File: src/rtl/npu_count_pkg.sv
// rtl/npu_count_pkg.sv - shared count widths, entry type and thermometer decode
package npu_count_pkg;

   localparam int CNT_W   = 4;
   localparam int MASK_W  = 10;
   localparam int CNT_MAX = 10;

   // One FIFO entry: illegal-input flag plus the saturated count
   typedef struct packed {
      logic             err;
      logic [CNT_W-1:0] cnt;
   } cnt_entry_t;

   // Bit i of the mask is set iff i < cnt
   function automatic logic [MASK_W-1:0] thermo_decode(input logic [CNT_W-1:0] cnt);
      logic [MASK_W-1:0] m;
      m = '0;
      for (int i = 0; i < MASK_W; i++) begin
         m[i] = (i < int'(cnt));
      end
      return m;
   endfunction

endpackage

File: src/rtl/count_fifo.sv
// rtl/count_fifo.sv - generic show-ahead FIFO with occupancy output
module count_fifo #(
   parameter int W     = 5,
   parameter int DEPTH = 4,
   parameter int PTR_W = 2
) (
   input  logic           clk_i,
   input  logic           rst_ni,
   input  logic           push_i,
   input  logic [W-1:0]   wr_data_i,
   input  logic           pop_i,
   output logic [W-1:0]   rd_data_o,
   output logic [PTR_W:0] level_o
);

   logic [W-1:0]     mem_q [DEPTH];
   logic [PTR_W-1:0] wr_ptr_q, wr_ptr_d;
   logic [PTR_W-1:0] rd_ptr_q, rd_ptr_d;
   logic [PTR_W:0]   level_q, level_d;

   // Pointers wrap naturally because DEPTH is 2**PTR_W; callers gate push/pop
   always_comb begin
      wr_ptr_d = wr_ptr_q;
      rd_ptr_d = rd_ptr_q;
      level_d  = level_q;
      if (push_i) wr_ptr_d = wr_ptr_q + 1'b1;
      if (pop_i)  rd_ptr_d = rd_ptr_q + 1'b1;
      if (push_i && !pop_i)      level_d = level_q + 1'b1;
      else if (!push_i && pop_i) level_d = level_q - 1'b1;
   end

   // Control state clears asynchronously; storage contents are left as-is
   always_ff @(posedge clk_i or negedge rst_ni) begin
      if (!rst_ni) begin
         wr_ptr_q <= '0;
         rd_ptr_q <= '0;
         level_q  <= '0;
      end else begin
         wr_ptr_q <= wr_ptr_d;
         rd_ptr_q <= rd_ptr_d;
         level_q  <= level_d;
      end
   end

   // Storage write, no reset needed since level guards every read
   always_ff @(posedge clk_i) begin
      if (push_i) mem_q[wr_ptr_q] <= wr_data_i;
   end

   assign rd_data_o = mem_q[rd_ptr_q];
   assign level_o   = level_q;

endmodule

File: src/rtl/count_expand_10.sv
// rtl/count_expand_10.sv - buffered 4-bit count to 10-bit thermometer mask expander (COUNT_EXPAND_ERRCNT_EN adds err_cnt/err_clr)
module count_expand_10
   import npu_count_pkg::*;
#(
   parameter int DEPTH = 4,
   parameter int PTR_W = 2
) (
   input  logic              clk,
   input  logic              reset_n,
   input  logic              in_valid,
   output logic              in_ready,
   input  logic [CNT_W-1:0]  in_count,
   output logic              out_valid,
   input  logic              out_ready,
   output logic [MASK_W-1:0] out_mask,
   output logic              out_err,
   output logic [PTR_W:0]    level
`ifdef COUNT_EXPAND_ERRCNT_EN
   ,
   input  logic              err_clr,
   output logic [7:0]        err_cnt
`endif
);

   localparam logic [PTR_W:0] FULL_LVL = (PTR_W+1)'(DEPTH);

   cnt_entry_t wr_entry;
   cnt_entry_t head;
   logic       push;
   logic       pop;

   // Saturate illegal counts to a full mask and remember that they were illegal
   always_comb begin
      wr_entry.err = (in_count > CNT_W'(CNT_MAX));
      wr_entry.cnt = wr_entry.err ? CNT_W'(CNT_MAX) : in_count;
   end

   // in_ready is held low while reset is asserted
   assign in_ready  = reset_n && (level != FULL_LVL);
   assign out_valid = (level != '0);
   assign push      = in_valid && in_ready;
   assign pop       = out_valid && out_ready;

   count_fifo #(
      .W     ($bits(cnt_entry_t)),
      .DEPTH (DEPTH),
      .PTR_W (PTR_W)
   ) u_fifo (
      .clk_i     (clk),
      .rst_ni    (reset_n),
      .push_i    (push),
      .wr_data_i (wr_entry),
      .pop_i     (pop),
      .rd_data_o (head),
      .level_o   (level)
   );

   // Show-ahead decode of the head entry, zeroed when empty
   always_comb begin
      out_mask = '0;
      out_err  = 1'b0;
      if (out_valid) begin
         out_mask = thermo_decode(head.cnt);
         out_err  = head.err;
      end
   end

`ifdef COUNT_EXPAND_ERRCNT_EN
   logic [7:0] err_cnt_q, err_cnt_d;

   // Saturating count of accepted illegal inputs; clear wins over increment
   always_comb begin
      err_cnt_d = err_cnt_q;
      if (err_clr)                                       err_cnt_d = '0;
      else if (push && wr_entry.err && err_cnt_q != 8'hFF) err_cnt_d = err_cnt_q + 1'b1;
   end

   // Error counter register
   always_ff @(posedge clk or negedge reset_n) begin
      if (!reset_n) err_cnt_q <= '0;
      else          err_cnt_q <= err_cnt_d;
   end

   assign err_cnt = err_cnt_q;
`endif

endmodule

File: config.mk
export PLATFORM = sky130hd
export DESIGN_NAME = count_expand_10
export DESIGN_NICKNAME = d
export VERILOG_FILES = /design/src/rtl/npu_count_pkg.sv /design/src/rtl/count_fifo.sv /design/src/rtl/count_expand_10.sv
export SDC_FILE = /design/constraint.sdc
export NUM_CORES = 1
export LEC_CHECK = 0
export BUFFER_PORTS_ARGS = -buffer_cell sky130_fd_sc_hd__clkbuf_2
export CORE_MARGIN = 4
export CORE_UTILIZATION = 40
export CTS_CLUSTER_DIAMETER = 60
export DETAILED_ROUTE_END_ITERATION = 8
export GPL_TIMING_DRIVEN = 0
export SKIP_LAST_GASP = 1
export SYNTH_ARGS = -nofsm -noshare
export SYNTH_HDL_FRONTEND = slang
export SYNTH_SLANG_ARGS = --single-unit
File: constraint.sdc
create_clock -name clk -period 2.9 [get_ports clk]
set_input_delay 0.435 -clock clk [delete_from_list [all_inputs] [get_ports clk]]
set_output_delay 0.435 -clock clk [all_outputs]
set_load 0.05 [all_outputs]
# Word-level counts from Yosys, hierarchy flattened
# Memories as Yosys holds them, arrays and structs flattened.
# Index checks and enable logic that the tools add are counted.
# word_totals
register_bits	7
ram_bits	20
inputBits	8
output_inout_bits	16
elab_cells	36
n_memories	1
# memory_table
memory	words	width	read_ports	rd_clocked_by_memory_dff	write_ports	line_no	rtl
u_fifo.mem_q	4	5	1	0	1	count_fifo.sv:16	logic [W-1:0] mem_q [DEPTH];
# op_classes
add_sub_neg	4
n_lt_le_gt_ge	11
eq_ne	1
mux	7
reduce_logical	9
# op_table
op	count
less-than comparator 3 x 4 -> 1 bit, first input constant	4
2-to-1 mux 10 bit	1
less-than comparator 1 x 4 -> 1 bit, first input constant	2
less-than comparator 2 x 4 -> 1 bit, first input constant	2
less-than comparator 4 bit, first input constant	2
2-to-1 mux 3 bit	2
logical AND 1 bit	5
adder 2 x 1 -> 2 bit, second input constant	2
greater-than comparator 4 bit, second input constant	1
2-to-1 mux 4 bit	1
adder 3 x 1 -> 3 bit, second input constant	1
2-to-1 mux 1 bit	3
!= test 3 bit, second input constant	1
nonzero test 3 bit	1
subtractor 3 x 1 -> 3 bit, second input constant	1
logical NOT 1 bit	2
nonzero test 2 bit	1

# Longest topological paths before layout
# Gate-level depths: netlist of run 1.
# logic_depth
depth_word	7
depth_mapped	9
depth_no_buf	9

# Modules after synthesis
# Synthesis of run 1 repeated with hierarchy kept, for this count alone.
# unflattened
cells_unflattened	95
hier_area_um2	1300.0
# modules_own_cells
module	instances	cells_each	area_each_um2	seq_area_each_um2
count_fifo	1	59	1106.1	775.7
count_expand_10	1	36	193.9	0.0

# Least setup slack after synthesis of run 1
# Ideal clock, no wire load.
# synth_timing
path_kind	register to output
startpoint	register u_fifo.level_q[0] (netlist: u_fifo.level_o[0])
endpoint	output port out_mask[6]
arrival_ps	2504
required_time_ps	2465
setup_slack_ps	-39
stages_incl_launch_ff	5
n_path_buf	0
path_cell_list	dfrtp_1 nor3_2 inv_1 nand2_1 o21ai_0
# synth_via
elab_chain_len	2
# synth_rtl
item	line_no	rtl
start, declared	count_fifo.sv:19	logic [PTR_W:0] level_q, level_d;
start signal, assigned	count_fifo.sv:41	level_q <= level_d;
nonzero test 3 bit	count_expand_10.sv:40	assign out_valid = (level != '0);
net out_valid	count_expand_10.sv:13	output logic out_valid,
2-to-1 mux 10 bit	count_expand_10.sv:62	if (out_valid) begin
end, declared	count_expand_10.sv:15	output logic [MASK_W-1:0] out_mask,
# The timed path passes the listed nets, and every way through them passes these cells.

# Worst setup path after layout of run 1
# layout_timing
startpoint	register u_fifo.rd_ptr_q[0]
endpoint	output port out_mask[1]
# layout_via
elab_chain_len	3
# layout_rtl
item	line_no	rtl
start, declared	count_fifo.sv:18	logic [PTR_W-1:0] rd_ptr_q, rd_ptr_d;
start signal, assigned	count_fifo.sv:40	rd_ptr_q <= rd_ptr_d;
memory read (4 x 5 bit)	n/a	
less-than comparator 1 x 4 -> 1 bit	npu_count_pkg.sv:19	m[i] = (i < int'(cnt));
2-to-1 mux 10 bit	count_expand_10.sv:62	
# Every way passes these cells.

==> results.json, run 1 <==
{
  "run_status": "completed",
  "row_count": 20,
  "cell_variety_after_synth": 25,
  "timing_max_transition_violations_final": 0,
  "commonest_non_fill_non_tap_cell_in_the_layout": "clkbuf_2",
  "critical_path.cell_chain": "buf_6, mux4_2, nor3_1, nor2_1, clkbuf_2",
  "layout.cells.most_common_list": "23 x clkbuf_2, 20 x edfxtp_1, 8 x nor2_1",
  "postSynth.asyncResetShare_pct": 25.93,
  "clkTransAtPathRegs_ns": 0.14,
  "place.port_buffers": 23,
  "r2r_end": "u_fifo.level_o[2]$_DFFE_PN0P_",
  "number_of_nets_in_the_synthesized_netlist": 104,
  "timing.critical_path.to_type": "output pin",
  "root_buffer": "clkbuf_4",
  "grt_start_max_net_pins": 16,
  "worst_ep_required_time_ns": 2.47,
  "fin_skew_ns": 0.006181,
  "detail_route.iter0.violations": 33,
  "floorplan.die.width_um": 64.63,
  "timing_worst_setup_path_type": "flip-flop to output pin",
  "avgViaCountPerCell": 4.556,
  "vias": 738,
  "fin_crit_sh_pct": 81.85,
  "grt_overflow_total": 0,
  "floorplan.die_area_um2": 4176,
  "clock_insertion_delay_worst_skew_ns": 0.32,
  "die_h_um": 64.63,
  "critPathMaxFanout": 7,
  "min_delay_worst_endpoint": "u_fifo.rd_ptr_q[1]$_DFFE_PN0P_",
  "floorplan.core_area_um2": 3053,
  "utilization_pct": 48.81,
  "fmaxAchievable_mhz": 421.3,
  "min_from": "out_ready",
  "finalWeightedCongestion": 0.7523,
  "tritoncts_clock_tree": "done",
  "fin_crit_ns": 2.374,
  "max_slew_margin_pct": 72.41,
  "slowest_stage": "mux4_2",
  "final_net_count": 133,
  "synth.avg_cell_area_um2": 14.25,
  "firstDrtPassIters": 4,
  "htree_num_levels": 1,
  "synth.cell_area_um2": 1282,
  "floorplan.initialDensity_pct": 42.01,
  "diodes": 0,
  "timing.hold.worst_path_depth": 3,
  "cp_slowest_stage_delay_ns": 0.58,
  "detail_route.drc_violations": 0,
  "drv_cap": 0,
  "cts-root-to-sink-buffers": 2,
  "mapped_cells": 90,
  "cts_made_buffers": 3,
  "critPathArrivalTime_ns": 1.94,
  "synth_edf_count": 20,
  "yosys_warnings": 0,
  "min_path_type": "input port to flip-flop",
  "grt_antenna_before_repair": 0,
  "synth_sequential_area_ratio_pct": 60.49,
  "fin_tns_setup_ns": 0,
  "worstSetupStartpointType": "flip-flop",
  "finalSetupViolations": 0,
  "crit-reg2reg-launch": "u_fifo.level_o[0]$_DFFE_PN0P_",
  "routed_wl_mm": 2.077,
  "route.antenna.remaining_nets": 0,
  "number_of_sinks_driven_by_the_clock_tree": 27,
  "fill_cells": 306,
  "areaGrowthSynthToFinish_pct": 16.20,
  "post-dp-hpwl_mm": 1.636,
  "io_pins": 24,
  "wire_length_of_the_first_global_routing_pass_mm": 3.505,
  "grt_pass1_vias": 712,
  "setup.reg_to_reg.worst_slack_ns": 0.55,
  "ffs_latches_synth": 27,
  "ys.flop_type": "edfxtp_1",
  "wire_per_inst_um": 12.82,
  "grt_setup_unrepaired": "no",
  "drive_gt1_share_pct": 32.20,
  "final-hold-violation-count": 0,
  "global_route.usage.total_pct": 11.02,
  "worstMarginPinSlew_ns": 0.4116,
  "worstRegToRegCells": 9
}
==> layout make-up <==
class / instances / area, um^2 / share of cell area [%]
Clock buffer: 3 / 22.52 / 1.511
Tap cell: 44 / 55.05 / 3.694
Inverter: 6 / 22.52 / 1.511
Timing Repair Buffer: 24 / 125.1 / 8.396
Clock inverter: 1 / 5.005 / 0.3359
Buffer: 3 / 18.77 / 1.259
Sequential cell: 27 / 775.7 / 52.06
Multi-Input combinational cell: 54 / 465.4 / 31.23
==> registers in the layout, indices dropped and copies added (netlist names) <==
register and cells:
u_fifo.mem_q 20, u_fifo.level_o 3, u_fifo.rd_ptr_q 2, u_fifo.wr_ptr_q 2
==> Yosys cell counts, types with 2 or more instances <==
master	instances	area share [%]
dfrtp_1	7	14
mux2_2	2	1.8
ha_1	5	4.9
mux4_2	4	7.0
inv_1	6	1.8
edfxtp_1	20	47
nor2b_1	3	1.5
nor2_1	8	2.3
nand2_1	4	1.2
clkbuf_1	2	0.59
xnor2_1	5	3.4
a21oi_1	4	1.6
nor3_2	2	1.6
nor3_1	3	1.2
and2_1	5	2.4
==> worst max-delay path: cells and delay by family (launching register included) <==
family / cells / cell delay (ns)
simple gates: 2 / 0.27
buf+inv: 2 / 0.40
flops: 1 / 0.37
mux: 1 / 0.58
==> how the worst max path moves through the flow <==
stage	from	end	slack [ns]	depth (start not counted)
detailed placement	u_fifo.level_o[0]$_DFFE_PN0P_	u_fifo.level_o[2]$_DFFE_PN0P_	0.55	9
global route	u_fifo.level_o[0]$_DFFE_PN0P_	u_fifo.level_o[2]$_DFFE_PN0P_	0.37	9
finish	u_fifo.rd_ptr_q[0]$_DFFE_PN0P_	out_mask[1]	0.53	5
global placement	u_fifo.level_o[0]$_DFFE_PN0P_	u_fifo.level_o[2]$_DFFE_PN0P_	0.61	9
CTS	u_fifo.rd_ptr_q[1]$_DFFE_PN0P_	out_mask[1]	0.49	5
floorplan	u_fifo.level_o[0]$_DFFE_PN0P_	out_mask[8]	0.28	4
==> logic make-up (layout without fill, tap and decap cells) <==
| logic type | Yosys count | count (layout) | share of synthesized area, % |
|---|---|---|---|
| AND/OR/NAND/NOR | 28 | 28 | 11.51 |
| XOR/XNOR | 6 | 6 | 4.098 |
| adder cells (fa/ha/maj) | 6 | 6 | 6.439 |
| flip-flops | 27 | 27 | 60.49 |
| buffers and inverters | 9 | 37 | 3.220 |
| AO/OA/AOI/OAI | 7 | 7 | 3.414 |
| multiplexers | 7 | 7 | 10.83 |
==> stage by stage <==
step	setup WS, ns	hold WS [ns]	area (um^2)	cells
6_report	0.5264	0.3731	1490	162
5_1_grt	0.3745	0.3803	1490	162
4_1_cts	0.4876	0.3714	1490	162
3_5_place_dp	0.5528	0.3003	1453	157
3_3_place_gp	0.6061	0.2935	1453	157
2_1_floorplan	0.2756	0.1394	1282	90
==> what timing repair did <==
action,in CTS,in global routing
resized for setup,0,0
hold buffers,1,0
setup buffers,0,0
endpoints found under the hold margin,7,0
==> routing by layer <==
metal	up-vias	global-route usage [%]	share of wire [%]
li1	375	-	-
met1	340	15.76	50
met2	21	16.49	44
met3	2	2.426	5.4
met4	0	3.958	0.96
met5	-	0	0
Power of run 1 is left out: the tool's default activity adds up to more than one toggle a clock period on the data nets, which glitch-free logic cannot reach.
==> run 2: changes to the inputs <==
--- a/config.mk
+++ b/config.mk
@@ -5,6 +5,7 @@
 export SDC_FILE = /design/constraint.sdc
 export NUM_CORES = 1
 export LEC_CHECK = 0
+export ABC_AREA = 1
 export BUFFER_PORTS_ARGS = -buffer_cell sky130_fd_sc_hd__clkbuf_2
 export CORE_MARGIN = 4
 export CORE_UTILIZATION = 40
==> constraint.sdc (replaced) <==
create_clock -name clk -period 2 [get_ports clk]
set_input_delay 0.3 -clock clk [delete_from_list [all_inputs] [get_ports clk]]
set_output_delay 0.3 -clock clk [all_outputs]
set_load 0.05 [all_outputs]
==> run 2 against run 1 <==
  * Largest cell class unchanged
  * Setup slack got worse by 0.50 ns
  * Critical endpoint is now out_mask[6]
  * Area after synthesis up 12%
  * Core utilization rose by 7.5 points
  * Clock skew is 0.0018 ns higher
  * Global-route usage increased by 2.7 points
  * Flip-flop and latch count is the same
==> results.json, run 2 <==
{
  "run_status": "completed",
  "grt_antenna_before_repair": 0,
  "worst_ep_required_time_ns": 1.70,
  "row_count": 21,
  "synth_fa_ha_area_share_pct": 5.729,
  "final_net_count": 201,
  "synth.avg_cell_area_um2": 9.421,
  "route.antenna.remaining_nets": 0,
  "fin_skew_ns": 0.007966,
  "tritoncts_clock_tree": "done",
  "finalSetupViolations": 0,
  "gr-usage-met2_pct": 22.14,
  "floorplan.die.width_um": 68.03,
  "layout.cells.most_common_list": "24 x nand2_1, 20 x edfxtp_1, 15 x inv_1, 15 x nand2_2, 14 x nor2_1",
  "synth.cell_area_um2": 1441,
  "floorplan.core_area_um2": 3416,
  "ys.flop_type": "edfxtp_1",
  "synthMostInstantiatedCell": "nand2_1",
  "synth-compound-area-share_pct": 5.816,
  "diodes": 0,
  "grt_start_max_net_pins": 15,
  "drv_cap": 0,
  "fill_cells": 301,
  "synth_xor_area_share_pct": 2.431,
  "wire_length_of_the_first_global_routing_pass_mm": 4.581,
  "commonest_non_fill_non_tap_cell_in_the_layout": "nand2_1",
  "io_pins": 24,
  "cts_made_buffers": 3,
  "root_buffer": "clkbuf_4",
  "post-synth-top-area-cell": "edfxtp_1",
  "met1_usage_pct": 16.98,
  "synth_edf_count": 20,
  "wire_per_inst_um": 11.94,
  "clkTransAtPathRegs_ns": 0.14,
  "synth_sequential_area_ratio_pct": 53.82,
  "timing.critical_path.to_type": "output pin",
  "fin_crit_ns": 1.970,
  "number_of_nets_in_the_synthesized_netlist": 167,
  "finalWeightedCongestion": 0.7338,
  "global_route.peak_usage_layer": "met2",
  "htree_num_levels": 1,
  "groute.layer.met3.usage_pct": 2.956,
  "detail_route.drc_violations": 0,
  "post-dp-hpwl_mm": 2.070,
  "place.port_buffers": 23,
  "firstDrtPassIters": 4,
  "timing.hold.worst_path_depth": 3,
  "fin_tns_setup_ns": 0,
  "fmaxAchievable_mhz": 507.6,
  "mapped_cells": 153,
  "areaGrowthSynthToFinish_pct": 33.33,
  "registers.top_by_ff_count": "u_fifo.mem_q",
  "cts-root-to-sink-buffers": 2,
  "fin_crit_sh_pct": 98.51,
  "floorplan.initialDensity_pct": 42.20,
  "detail_route.iter0.violations": 12,
  "postSynth.asyncResetShare_pct": 25.93,
  "critPathArrivalTime_ns": 1.67,
  "final-hold-violation-count": 0,
  "ys_top_cells_by_count": "39 x nand2_1, 22 x inv_1, 20 x edfxtp_1",
  "clock_insertion_delay_worst_skew_ns": 0.32,
  "cell_variety_after_synth": 25,
  "multi_input_comb_area_um2": 686.9,
  "min_path_type": "input port to flip-flop",
  "area_of_all_sequential_standard_cells_um2": 779.5,
  "synth_simple_gate_area_share_pct": 23.09,
  "netlist.area_leader.share_pct": 41.67,
  "die_h_um": 68.03,
  "worstSetupStartpointType": "flip-flop",
  "grt_pass1_vias": 1023,
  "yosys-mux-area-fraction_pct": 0,
  "ffs_latches_synth": 27,
  "number_of_sinks_driven_by_the_clock_tree": 27,
  "timing_max_transition_violations_final": 0,
  "timing_worst_setup_path_type": "flip-flop to output pin",
  "worstMarginPinSlew_ns": 0.5628,
  "grt_setup_unrepaired": "yes",
  "floorplan.die_area_um2": 4628,
  "max_slew_margin_pct": 62.15,
  "largest_register_ff_count": 20,
  "worstRegToRegCells": 10,
  "drive_gt1_share_pct": 46.24,
  "yosys_warnings": 0,
  "vias": 1075,
  "avgViaCountPerCell": 4.634,
  "synth_top_cells_by_area": "edfxtp_1 42%, dfrtp_1 12%, nand2_1 10%",
  "grt_overflow_total": 0,
  "main_combinational_cell_family_by_area_after_synthesis": "simple AND/OR/NAND/NOR gates",
  "critPathMaxFanout": 5,
  "routed_wl_mm": 2.771,
  "global_route.usage.total_pct": 13.69
}
run 2: changes by cell type in the layout (fill, tap and decap cells not counted), sizes merged, moves of 2 or more:
| cell | change |
|---|---|
| nand2 | +40 |
| and2 | -5 |
| nor2 | +10 |
| inv | +19 |
| mux4 | -5 |
| nor3 | -5 |
| buf | +16 |
| xnor2 | -4 |
| clkbuf | -9 |
| o21ai | +5 |
| nand3 | +9 |
| xor2 | +2 |
| nor2b | -3 |
| mux2 | -2 |
run 2: critical path, stage by stage (launching register included):
cell and delay (ns):
dfrtp_1 0.44, inv_2 0.10, buf_6 0.14, nand2_2 0.06, nand2_1 0.06, nand2_1 0.05
nand2_2 0.08, nand2_2 0.07, nand2_2 0.06, inv_2 0.04, nor2_4 0.10, buf_8 0.15
run 2: worst paths after layout:
path,to,slack [ns],start
min in group asynchronous,u_fifo.rd_ptr_q[1]$_DFFE_PN0P_,0.39,reset_n
max in group asynchronous,u_fifo.level_o[0]$_DFFE_PN0P_,1.35,reset_n
setup / recovery,out_mask[6],0.03,u_fifo.rd_ptr_q[0]$_DFFE_PN0P_
hold / removal,u_fifo.rd_ptr_q[0]$_DFFE_PN0P_,0.23,out_ready
hold reg to reg,u_fifo.wr_ptr_q[1]$_DFFE_PN0P_,0.57,u_fifo.wr_ptr_q[1]$_DFFE_PN0P_
setup reg to reg,u_fifo.level_o[2]$_DFFE_PN0P_,0.11,u_fifo.level_o[0]$_DFFE_PN0P_
run 2: routing by layer:
metal	wire, um	part of all wire (%)	vias up
met1	1228	44	492
met5	0	0	-
met3	118	4.3	9
met2	1337	48	25
li1	-	-	549
met4	87	3.1	0
run 2: cell families (layout without fill, tap and decap cells):
family,after synthesis,in the layout
xor+xnor,4,4
flops,27,27
compound gates,13,13
simple gates,74,74
fa+ha+maj,6,6
buf+inv,29,62
run 2: cell type report:
cell class | instances | share of cell area (%)
multi-input combinational | 97 | 35.74
clock buffer | 4 | 1.367
inverter | 25 | 5.273
sequential | 27 | 40.56
buffer | 4 | 1.953
timing repair buffer | 29 | 12.11
tap | 46 | 2.995
run 2: repair_timing:
action | 4_1_cts | 5_1_grt
endpoints found under the setup margin | 9 | 12
hold buffers | 1 | 0
cloned | 1 | 0
pin swaps | 1 | 12
resized for setup | 22 | 40
endpoints found under the hold margin | 7 | 0
setup buffers | 2 | 2
run 2: stage by stage:
| step | std cells | instance area (um^2) | setup WS, ns | hold WS [ns] | utilization (%) |
|---|---|---|---|---|---|
| after detailed placement | 222 | 1675 | -0.02921 | 0.1559 | 49.05 |
| after CTS | 230 | 1810 | 0.004508 | 0.2153 | 53.00 |
| final | 232 | 1922 | 0.02983 | 0.2276 | 56.26 |
| after floorplan | 153 | 1503 | -0.2694 | 0.004409 | - |
| after global placement | 222 | 1675 | 0.006768 | 0.1509 | 49.05 |
| after global routing | 232 | 1922 | -0.07015 | 0.2249 | 56.26 |
Power of run 2 is left out for the same reason.
